===== src/rtl/uart_rx.sv =====
// uart_rx: oversampling UART receiver (start 0, SIZE data LSB first, stop 1).
// Ports:
//   RXC      : in  receive clock, OVS x bit rate
//   R        : in  synchronous active-high reset
//   RXD      : in  asynchronous serial line, idles high
//   RX_ACK   : in  consumer acknowledge, clears RX_VALID/FERR/OVR
//   RXDATA   : out last received word
//   RX_VALID : out RXDATA holds an unacknowledged word
//   RX_BUSY  : out a frame is in progress (state not IDLE)
//   FERR     : out stop bit of the word in RXDATA was sampled 0
//   OVR      : out a word completed while RX_VALID was already set
module uart_rx #(
    parameter int SIZE = 8,
    parameter int OVS  = 16
) (
    input  logic            RXC,
    input  logic            R,
    input  logic            RXD,
    input  logic            RX_ACK,
    output logic [SIZE-1:0] RXDATA,
    output logic            RX_VALID,
    output logic            RX_BUSY,
    output logic            FERR,
    output logic            OVR
);

    localparam int CW = $clog2(OVS);
    localparam int BW = $clog2(SIZE) + 1;

    // The IDLE->START edge already spends one cycle of the half bit,
    // so the start-bit centre is reached when cnt shows OVS/2-2.
    localparam logic [CW-1:0] HALF = CW'(OVS / 2 - 2);
    localparam logic [CW-1:0] LAST = CW'(OVS - 1);
    localparam logic [BW-1:0] TOP  = BW'(SIZE - 1);

    typedef enum logic [2:0] {
        IDLE,
        START,
        DATA,
        STOP,
        BREAK
    } state_t;

    state_t          state;
    state_t          state_n;
    logic            sync1;
    logic            rxd_s;
    logic [CW-1:0]   cnt;
    logic [CW-1:0]   cnt_n;
    logic [BW-1:0]   bidx;
    logic [BW-1:0]   bidx_n;
    logic [SIZE-1:0] sh;
    logic [SIZE-1:0] sh_n;
    logic            done;

    always_ff @(posedge RXC) begin
        if (R) begin
            sync1 <= 1'b1;
            rxd_s <= 1'b1;
            state <= IDLE;
            cnt   <= '0;
            bidx  <= '0;
            sh    <= '0;
        end else begin
            sync1 <= RXD;
            rxd_s <= sync1;
            state <= state_n;
            cnt   <= cnt_n;
            bidx  <= bidx_n;
            sh    <= sh_n;
        end
    end

    always_comb begin
        state_n = state;
        cnt_n   = cnt;
        bidx_n  = bidx;
        sh_n    = sh;
        done    = 1'b0;
        unique case (state)
            IDLE: begin
                if (!rxd_s) begin
                    state_n = START;
                    cnt_n   = '0;
                end
            end
            START: begin
                cnt_n = cnt + CW'(1);
                if (cnt == HALF) begin
                    cnt_n   = '0;
                    bidx_n  = '0;
                    state_n = rxd_s ? IDLE : DATA;
                end
            end
            DATA: begin
                cnt_n = cnt + CW'(1);
                if (cnt == LAST) begin
                    cnt_n  = '0;
                    // MSB-in shift: the first bit ends up in bit 0
                    sh_n   = {rxd_s, sh[SIZE-1:1]};
                    bidx_n = bidx + BW'(1);
                    if (bidx == TOP) begin
                        state_n = STOP;
                    end
                end
            end
            STOP: begin
                cnt_n = cnt + CW'(1);
                if (cnt == LAST) begin
                    cnt_n   = '0;
                    done    = 1'b1;
                    state_n = rxd_s ? IDLE : BREAK;
                end
            end
            BREAK: begin
                if (rxd_s) begin
                    state_n = IDLE;
                end
            end
            default: begin
                state_n = IDLE;
            end
        endcase
    end

    // Completion takes priority over an acknowledge in the same cycle.
    always_ff @(posedge RXC) begin
        if (R) begin
            RXDATA   <= '0;
            RX_VALID <= 1'b0;
            FERR     <= 1'b0;
            OVR      <= 1'b0;
        end else if (done) begin
            RXDATA   <= sh;
            RX_VALID <= 1'b1;
            FERR     <= ~rxd_s;
            OVR      <= OVR | (RX_VALID & ~RX_ACK);
        end else if (RX_ACK && RX_VALID) begin
            RX_VALID <= 1'b0;
            FERR     <= 1'b0;
            OVR      <= 1'b0;
        end
    end

    assign RX_BUSY = (state != IDLE);

endmodule


===== config.mk =====
export PLATFORM = sky130hd
export DESIGN_NAME = uart_rx
export DESIGN_NICKNAME = d
export VERILOG_FILES = /design/src/rtl/uart_rx.sv
export SDC_FILE = /design/constraint.sdc
export NUM_CORES = 1
export LEC_CHECK = 0
export CORE_UTILIZATION = 54
export CTS_CLUSTER_DIAMETER = 150
export DETAILED_ROUTE_END_ITERATION = 10
export GPL_ROUTABILITY_DRIVEN = 0
export PLACE_DENSITY = 0.82
export SYNTH_ARGS = -nofsm -noshare
export SYNTH_HDL_FRONTEND = slang
export SYNTH_SLANG_ARGS = --single-unit

===== constraint.sdc =====
create_clock -name RXC -period 1.93 [get_ports RXC]
set_input_delay 0.386 -clock RXC [delete_from_list [all_inputs] [get_ports RXC]]
set_output_delay 0.386 -clock RXC [all_outputs]
set_load 0.005 [all_outputs]

==> run summary, run 1 <==
Result of the run: completed
Multi-input logic area: 731 um2
Number of antenna violations at the first check in global routing: 0
Total iterations of the first detailed-routing run: 4
Synthesis-to-layout area growth: 19.1%
Worst setup skew after layout: 0.00557 ns
Number of different library cells in the post-synthesis netlist: 38
Final global-route overflow total: 0
Fin util: 68.1%
Type of the tightest min-delay check: register to register
Global-route wire length before repair: 5060 um
Net count of the mapped netlist: 175
Antenna violation net count after detailed routing: 0
Final Max Tran Viols: 0
Worst Setup Path Type: register to register
Die Height: 53.5 um
Adder-cell area share of the yosys netlist: 2.62%
Clock transition time at the flip-flop clock pins of the worst setup and hold paths: 0.10 ns
Total I/O pin count: 16
Peak ir drop on the vdd network: 0.625 mV
Count of standard-cell rows: 18
Critical-path top delay cell: or4_4
Number of antenna cells inserted: 0
Actual transition at the worst max-transition pin: 0.383 ns
Number of enable-type register cells in the synthesized netlist: 0
Max-slew headroom: 73.8%
Leading cell type in the layout, fill and taps excluded: nand2_1
Count of buffers from port buffering: 15
FF/Latch Area: 649 um2
Pin count of the biggest net entering global routing: 21
Total length of routed wires: 3150 um
Portion of netlist area occupied by mux cells: 0%
CTS Buf Count: 5
Critical path required time: 2.19 ns
Post-synthesis cell count: 168
Biggest cell delay along the critical path: 0.51 ns
Total via count after detailed routing: 1290
XOR/XNOR Fraction of Synth Area: 0.612%
FFs w/ async S/R, synth: 0%
Family with the most delay on the worst path: simple AND/OR/NAND/NOR gates
Minimum clock period: 1.78 ns
Full die area: 0.00286 mm2
Total routing usage reported by global routing: 25.2%
Seq/Total Area, Yosys: 44.8%
Clock sink count: 32
Combinational family with the most area after synthesis: simple AND/OR/NAND/NOR gates
Clk buf depth: 2
Leakage power figure: 0.609 nW
Number of setup violations in the final report: 0
Clock tree from TritonCTS: built
Highest attainable clock frequency: 563 MHz
Max-Cap Viols: 0
Post-DR wirelength/cell: 14.4 um
Commonest cells after routing, fill and taps aside: nand2_1 (40), dfxtp_1 (29), a21oi_1 (25)
Arrival time worst endpoint: 2.04 ns
Share of the synthesized area in compound gates (AO/OA/AOI/OAI): 21.9%
Ratio of cells with drive above 1 in the final layout: 14.8%
Via count of the first global-routing pass: 1134
Ratio of final minimum period to clock period: 92.0%
HPWL after DPL: 2130 um
Syn_area_per_cell: 8.51 um2
Final nets: 195
FILL cells: 199
Remaining routing DRC violations: 0
Setup_tns: 0 ns
Yosys warning total: 0
Cell area after technology mapping: 0.00143 mm2
Unrepaired setup endpoints after global routing: false
Bufs and invs on worst path: 0
Cell breakdown of the critical path: ha_1 > nand3_1 > o2bb2ai_4 > or4_4 > o21ai_2
Power Dens Cells: 790 mW/mm2
Flops & latches, synth: 32
Initial cell density of the core: 57.2%
Critical Path Sink Type: register
Crit path max fanout: 8
Violation count after the first detailed-routing iteration: 60
Master cell of the clock root buffer: clkbuf_4
Final-report hold violation count: 0
Kind of start point of the critical path: register
Clk Latency, worst-skew pair: 0.33 ns
Simple-gate share of the synthesized area: 26.0%
Via/cell ratio: 5.89
Placeable core region: 0.00250 mm2
Prevailing post-synth register cell: dfxtp_1
Maximum level of the CTS H-tree: 2
DIE WIDTH: 53.5 um
flip-flops by register name, indices dropped and copies added, names as in the netlist:
register	flops
state	3
RX_VALID	1
OVR	1
bidx	4
sh	8
rxd_s	1
FERR	1
sync1	1
RXDATA	8
cnt	4
worst paths after layout:
| check | slack [ns] | end | from | cells after the start |
|---|---|---|---|---|
| max | 0.15 | state[1] | cnt[0] | 5 |
| min | 0.42 | rxd_s | sync1 | 1 |
| max reg2reg | 0.15 | state[1] | cnt[0] | 5 |
| min reg2reg | 0.42 | rxd_s | sync1 | 1 |
cell usage after synthesis (2+ instances only):
master | count | area [um2]
a211oi_1 | 2 | 15.0
a21oi_1 | 25 | 125
a311oi_1 | 3 | 26.3
a41oi_1 | 3 | 26.3
buf_2 | 2 | 10.0
buf_6 | 2 | 22.5
clkbuf_1 | 4 | 15.0
dfxtp_1 | 32 | 641
ha_1 | 3 | 37.5
inv_1 | 3 | 11.3
nand2_1 | 40 | 150
nand2b_1 | 2 | 12.5
nand3_1 | 4 | 20.0
nand3b_1 | 2 | 15.0
nor2_1 | 7 | 26.3
nor2b_1 | 4 | 25.0
o21ai_0 | 5 | 25.0
o21ai_2 | 2 | 17.5
or2_2 | 3 | 18.8
or3_1 | 2 | 12.5
layout make-up:
class	instances	area share, %
Clock inverter	2	2.06
Clock buffer	6	2.42
Multi-Input combinational cell	125	42.9
Timing Repair Buffer	21	11.6
Inverter	3	0.661
Tap cell	30	2.20
Sequential cell	32	38.1
per-stage QoR:
stage,power (mW),worst slack (ns),hold slack [ns],area [um2],instances
2_1_floorplan,0.805,0.360,0.389,1430,168
3_3_place_gp,0.837,0.304,0.395,1600,209
3_5_place_dp,0.846,0.204,0.402,1600,209
4_1_cts,1.34,0.0190,0.429,1690,218
5_1_grt,1.39,0.0795,0.449,1700,219
6_report,1.35,0.155,0.425,1700,219
layer usage:
metal / up-vias / track usage (%) / wire length, um
met5: - / 0 / 0
met4: 0 / 9.65 / 12
met3: 2 / 8.62 / 192
met2: 45 / 40.8 / 1560
met1: 618 / 30.1 / 1380
li1: 625 / - / -
where the power goes:
part / total, mW / internal [mW] / leakage, nW / switching (mW)
registers: 0.694 / 0.673 / 0.260 / 0.0211
clock network: 0.505 / 0.272 / 0.0422 / 0.234
logic: 0.147 / 0.0657 / 0.306 / 0.0810
kinds of logic after synthesis:
group,Yosys count
buffers and inverters,11
flip-flops,32
AND/OR/NAND/NOR,74
XOR/XNOR,1
adder cells (fa/ha/maj),3
AO/OA/AOI/OAI,47
repair_timing:
action	CTS	global route
gates cloned	0	0
setup endpoints to repair	1	1
hold endpoints to repair	0	0
buffers inserted	1	1
hold buffers	0	0
gates resized for setup	3	3
No activity file was read; power rests on OpenSTA's default activity.
==> inputs of run 2 (changes only) <==
--- a/config.mk
+++ b/config.mk
@@ -5,11 +5,12 @@
 export SDC_FILE = /design/constraint.sdc
 export NUM_CORES = 1
 export LEC_CHECK = 0
-export CORE_UTILIZATION = 54
+export CORE_ASPECT_RATIO = 0.75
+export CORE_UTILIZATION = 55
 export CTS_CLUSTER_DIAMETER = 150
 export DETAILED_ROUTE_END_ITERATION = 10
 export GPL_ROUTABILITY_DRIVEN = 0
-export PLACE_DENSITY = 0.82
+export PLACE_DENSITY = 0.83
 export SYNTH_ARGS = -nofsm -noshare
 export SYNTH_HDL_FRONTEND = slang
 export SYNTH_SLANG_ARGS = --single-unit
==> constraint.sdc (replaced) <==
create_clock -name RXC -period 2.3 [get_ports RXC]
set_input_delay 0.46 -clock RXC [delete_from_list [all_inputs] [get_ports RXC]]
set_output_delay 0.46 -clock RXC [all_outputs]
set_load 0.005 [all_outputs]
==> run 2 against run 1 <==
  * Power shrank 23%
  * Combinational power shrank 19%
  * Utilization grew 0.75 points
  * Clock skew grew 0.0083 ns
  * Final cell count shrank 0.46%
  * Flip-flop and latch count is the same
  * Non-clock buffer count shrank 5
  * Via count shrank 0.54%
  * Global-route usage grew 0.12 points
  * Sequential share of layout area grew 0.89 points
==> run summary, run 2 (synthesis gave the netlist of run 1 again) <==
Largest registers ranked by flip-flop count: RXDATA (8), sh (8) (unchanged)
Maximum level of the CTS H-tree: 2 (unchanged)
Master cell of the clock root buffer: clkbuf_4 (unchanged)
Total length of routed wires: 3120 um (was 3150 um)
Post-placement worst setup slack: 0.559 ns (was 0.204 ns)
Power Dens Cells: 633 mW/mm2 (was 790 mW/mm2)
Number of hold-repair buffers added at the cts stage: 0 (unchanged)
Post-CTS setup-driven buffer insertion count: 0 (was 1)
Clock transition time at the flip-flop clock pins of the worst setup and hold paths: 0.09 ns (was 0.10 ns)
Count of cell instances traversed by the critical path: 2 (was 5)
Sw Pwr: 0.274 mW (was 0.336 mW)
Register-to-register setup slack: 0.52 ns (was 0.15 ns)
Fin util: 68.9% (was 68.1%)
Via count of the first global-routing pass: 1132 (was 1134)
Result of the run: completed (unchanged)
Worst r2r path cells: 5 (unchanged)
DIE WIDTH: 60.9 um (was 53.5 um)
Final Max Tran Viols: 0 (unchanged)
Cell breakdown of the critical path: or3_1 > clkdlybuf4s50_1 (was ha_1 > nand3_1 > o2bb2ai_4 > or4_4 > o21ai_2)
Total routing usage reported by global routing: 25.3% (was 25.2%)
Full die area: 0.00281 mm2 (was 0.00286 mm2)
Number of setup violations in the final report: 0 (unchanged)
Final nets: 190 (was 195)
Post-route design area: 0.00164 mm2 (was 0.00170 mm2)
Hold Startpoint: sync1 (unchanged)
Pin count of the biggest net entering global routing: 33 (was 21)
Via/cell ratio: 5.89 (about the same)
Worst setup skew after layout: 0.0139 ns (was 0.00557 ns)
Ratio of cells with drive above 1 in the final layout: 10.3% (was 14.8%)
Cell area after placement: 0.00158 mm2 (was 0.00160 mm2)
Endpoint of the worst register-to-register path: FERR (was state[1])
Portion of total power attributed to the clock network: 32.3% (was 37.5%)
Total iterations of the first detailed-routing run: 5 (was 4)
Remaining routing DRC violations: 0 (unchanged)
Total via count after detailed routing: 1283 (was 1290)
Max-Cap Viols: 0 (unchanged)
Initial cell density of the core: 60.0% (was 57.2%)
Count of standard-cell rows: 15 (was 18)
Critical Path Sink Type: output pin (was register)
Placeable core region: 0.00238 mm2 (was 0.00250 mm2)
Reg power frac: 56.3% (was 51.6%)
Power share of the combinational group: 11.4% (was 10.9%)
Net Sw Frac: 26.4% (was 24.9%)
Unrepaired setup endpoints after global routing: false (unchanged)
Leading cell type in the layout, fill and taps excluded: nand2_1 (unchanged)
Total I/O pin count: 16 (unchanged)
Die Height: 46.2 um (was 53.5 um)
Startpoint of the most critical register-to-register path: cnt[0] (unchanged)
Crit path max fanout: 13 (was 8)
Global-route wire length before repair: 4980 um (was 5060 um)
Setup_tns: 0 ns (unchanged)
Clk buf depth: 2 (unchanged)
Total power: 1.04 mW (was 1.35 mW)
Family with the most delay on the worst path: flip-flops (was simple AND/OR/NAND/NOR gates)
Max-slew headroom: 64.2% (was 73.8%)
Post-layout worst setup margin: 0.207 ns (was 0.155 ns)
Clk Latency, worst-skew pair: 0.33 ns (about the same)
Post-DR wirelength/cell: 14.3 um (was 14.4 um)
Peak ir drop on the vdd network: 0.296 mV (was 0.625 mV)
Antenna violation net count after detailed routing: 0 (unchanged)
Violation count after the first detailed-routing iteration: 132 (was 60)
Critical-path top delay cell: dfxtp_1 (was or4_4)
Biggest cell delay along the critical path: 0.45 ns (was 0.51 ns)
Bufs and invs on worst path: 1 (was 0)
Leakage power figure: 0.556 nW (was 0.609 nW)
Actual transition at the worst max-transition pin: 0.535 ns (was 0.383 ns)
Worst Setup Path Type: register to output pin (was register to register)
Synthesis-to-layout area growth: 14.8% (was 19.1%)
Commonest cells after routing, fill and taps aside: nand2_1 (40), dfxtp_1 (32), a21oi_1 (25) (was nand2_1 (40), dfxtp_1 (29), a21oi_1 (25))
Kind of start point of the critical path: register (unchanged)
Minimum clock period: 2.09 ns
Number of antenna cells inserted: 0 (unchanged)
Clock sink count: 32 (unchanged)
FF/Latch Area: 641 um2 (was 649 um2)
Clock tree from TritonCTS: built (unchanged)
Capturing element of the worst setup path: RX_BUSY (was state[1])
HPWL after DPL: 2070 um (was 2130 um)
FILL cells: 214 (was 199)
Ratio of final minimum period to clock period: 91.0%
Final-report hold violation count: 0 (unchanged)
Number of antenna violations at the first check in global routing: 0 (unchanged)
Count of buffers from port buffering: 15 (unchanged)
Multi-input logic area: 731 um2 (unchanged)
CTS Buf Count: 5 (unchanged)
Critical path required time: 1.84 ns (was 2.19 ns)
Highest attainable clock frequency: 478 MHz
Origin of the worst setup path: state[2] (was cnt[0])
Post-CTS resize count: 0 (was 3)
Arrival time worst endpoint: 1.63 ns (was 2.04 ns)
Final global-route overflow total: 0 (unchanged)
Type of the tightest min-delay check: register to register (unchanged)
Internal Power: 0.765 mW (was 1.01 mW)
[run 2: layout make-up]
cell class	count	share of cell area (%)
Clock buffer	8	3.58
Inverter	3	0.686
Multi-Input combinational cell	125	44.5
Sequential cell	32	39.0
Tap cell	34	2.59
Timing Repair Buffer	16	9.60
[run 2: metrics by stage]
step,instances,hold slack (ns)
final,218,0.418
after global routing,218,0.443
after global placement,210,0.394
after floorplan,168,0.389
after detailed placement,210,0.397
after CTS,218,0.422
[run 2: worst min path at each step]
stage | endpoint | slack, ns | cells after the start
after floorplan | rxd_s | 0.39 | 1
after global placement | rxd_s | 0.39 | 1
after detailed placement | rxd_s | 0.40 | 1
after CTS | rxd_s | 0.42 | 1
after global routing | rxd_s | 0.44 | 1
final | rxd_s | 0.42 | 1
[run 2: power by group through the flow]
| stage | Sequential (mW) | Combinational (mW) | Clock [mW] |
|---|---|---|---|
| after detailed placement | 0.596 | 0.116 | 0 |
| final | 0.585 | 0.119 | 0.336 |
| after floorplan | 0.585 | 0.0907 | 0 |
| after CTS | 0.583 | 0.117 | 0.340 |
| after global placement | 0.593 | 0.109 | 0 |
| after global routing | 0.587 | 0.130 | 0.364 |
[run 2: worst reg2reg max path: stages (launching register included)]
cell       delay (ns)
dfxtp_1          0.45
ha_1             0.24
nand3_1          0.18
o2bb2ai_4        0.21
or4_4            0.51
o21ai_2          0.13
[run 2: per-layer routing]
layer / up-vias / part of all wire, % / GRT usage, %
li1: 613 / - / -
met4: 0 / 1.4 / 16.4
met1: 604 / 47 / 31.0
met2: 58 / 45 / 38.9
met5: - / 0 / 0
met3: 8 / 6.8 / 7.58
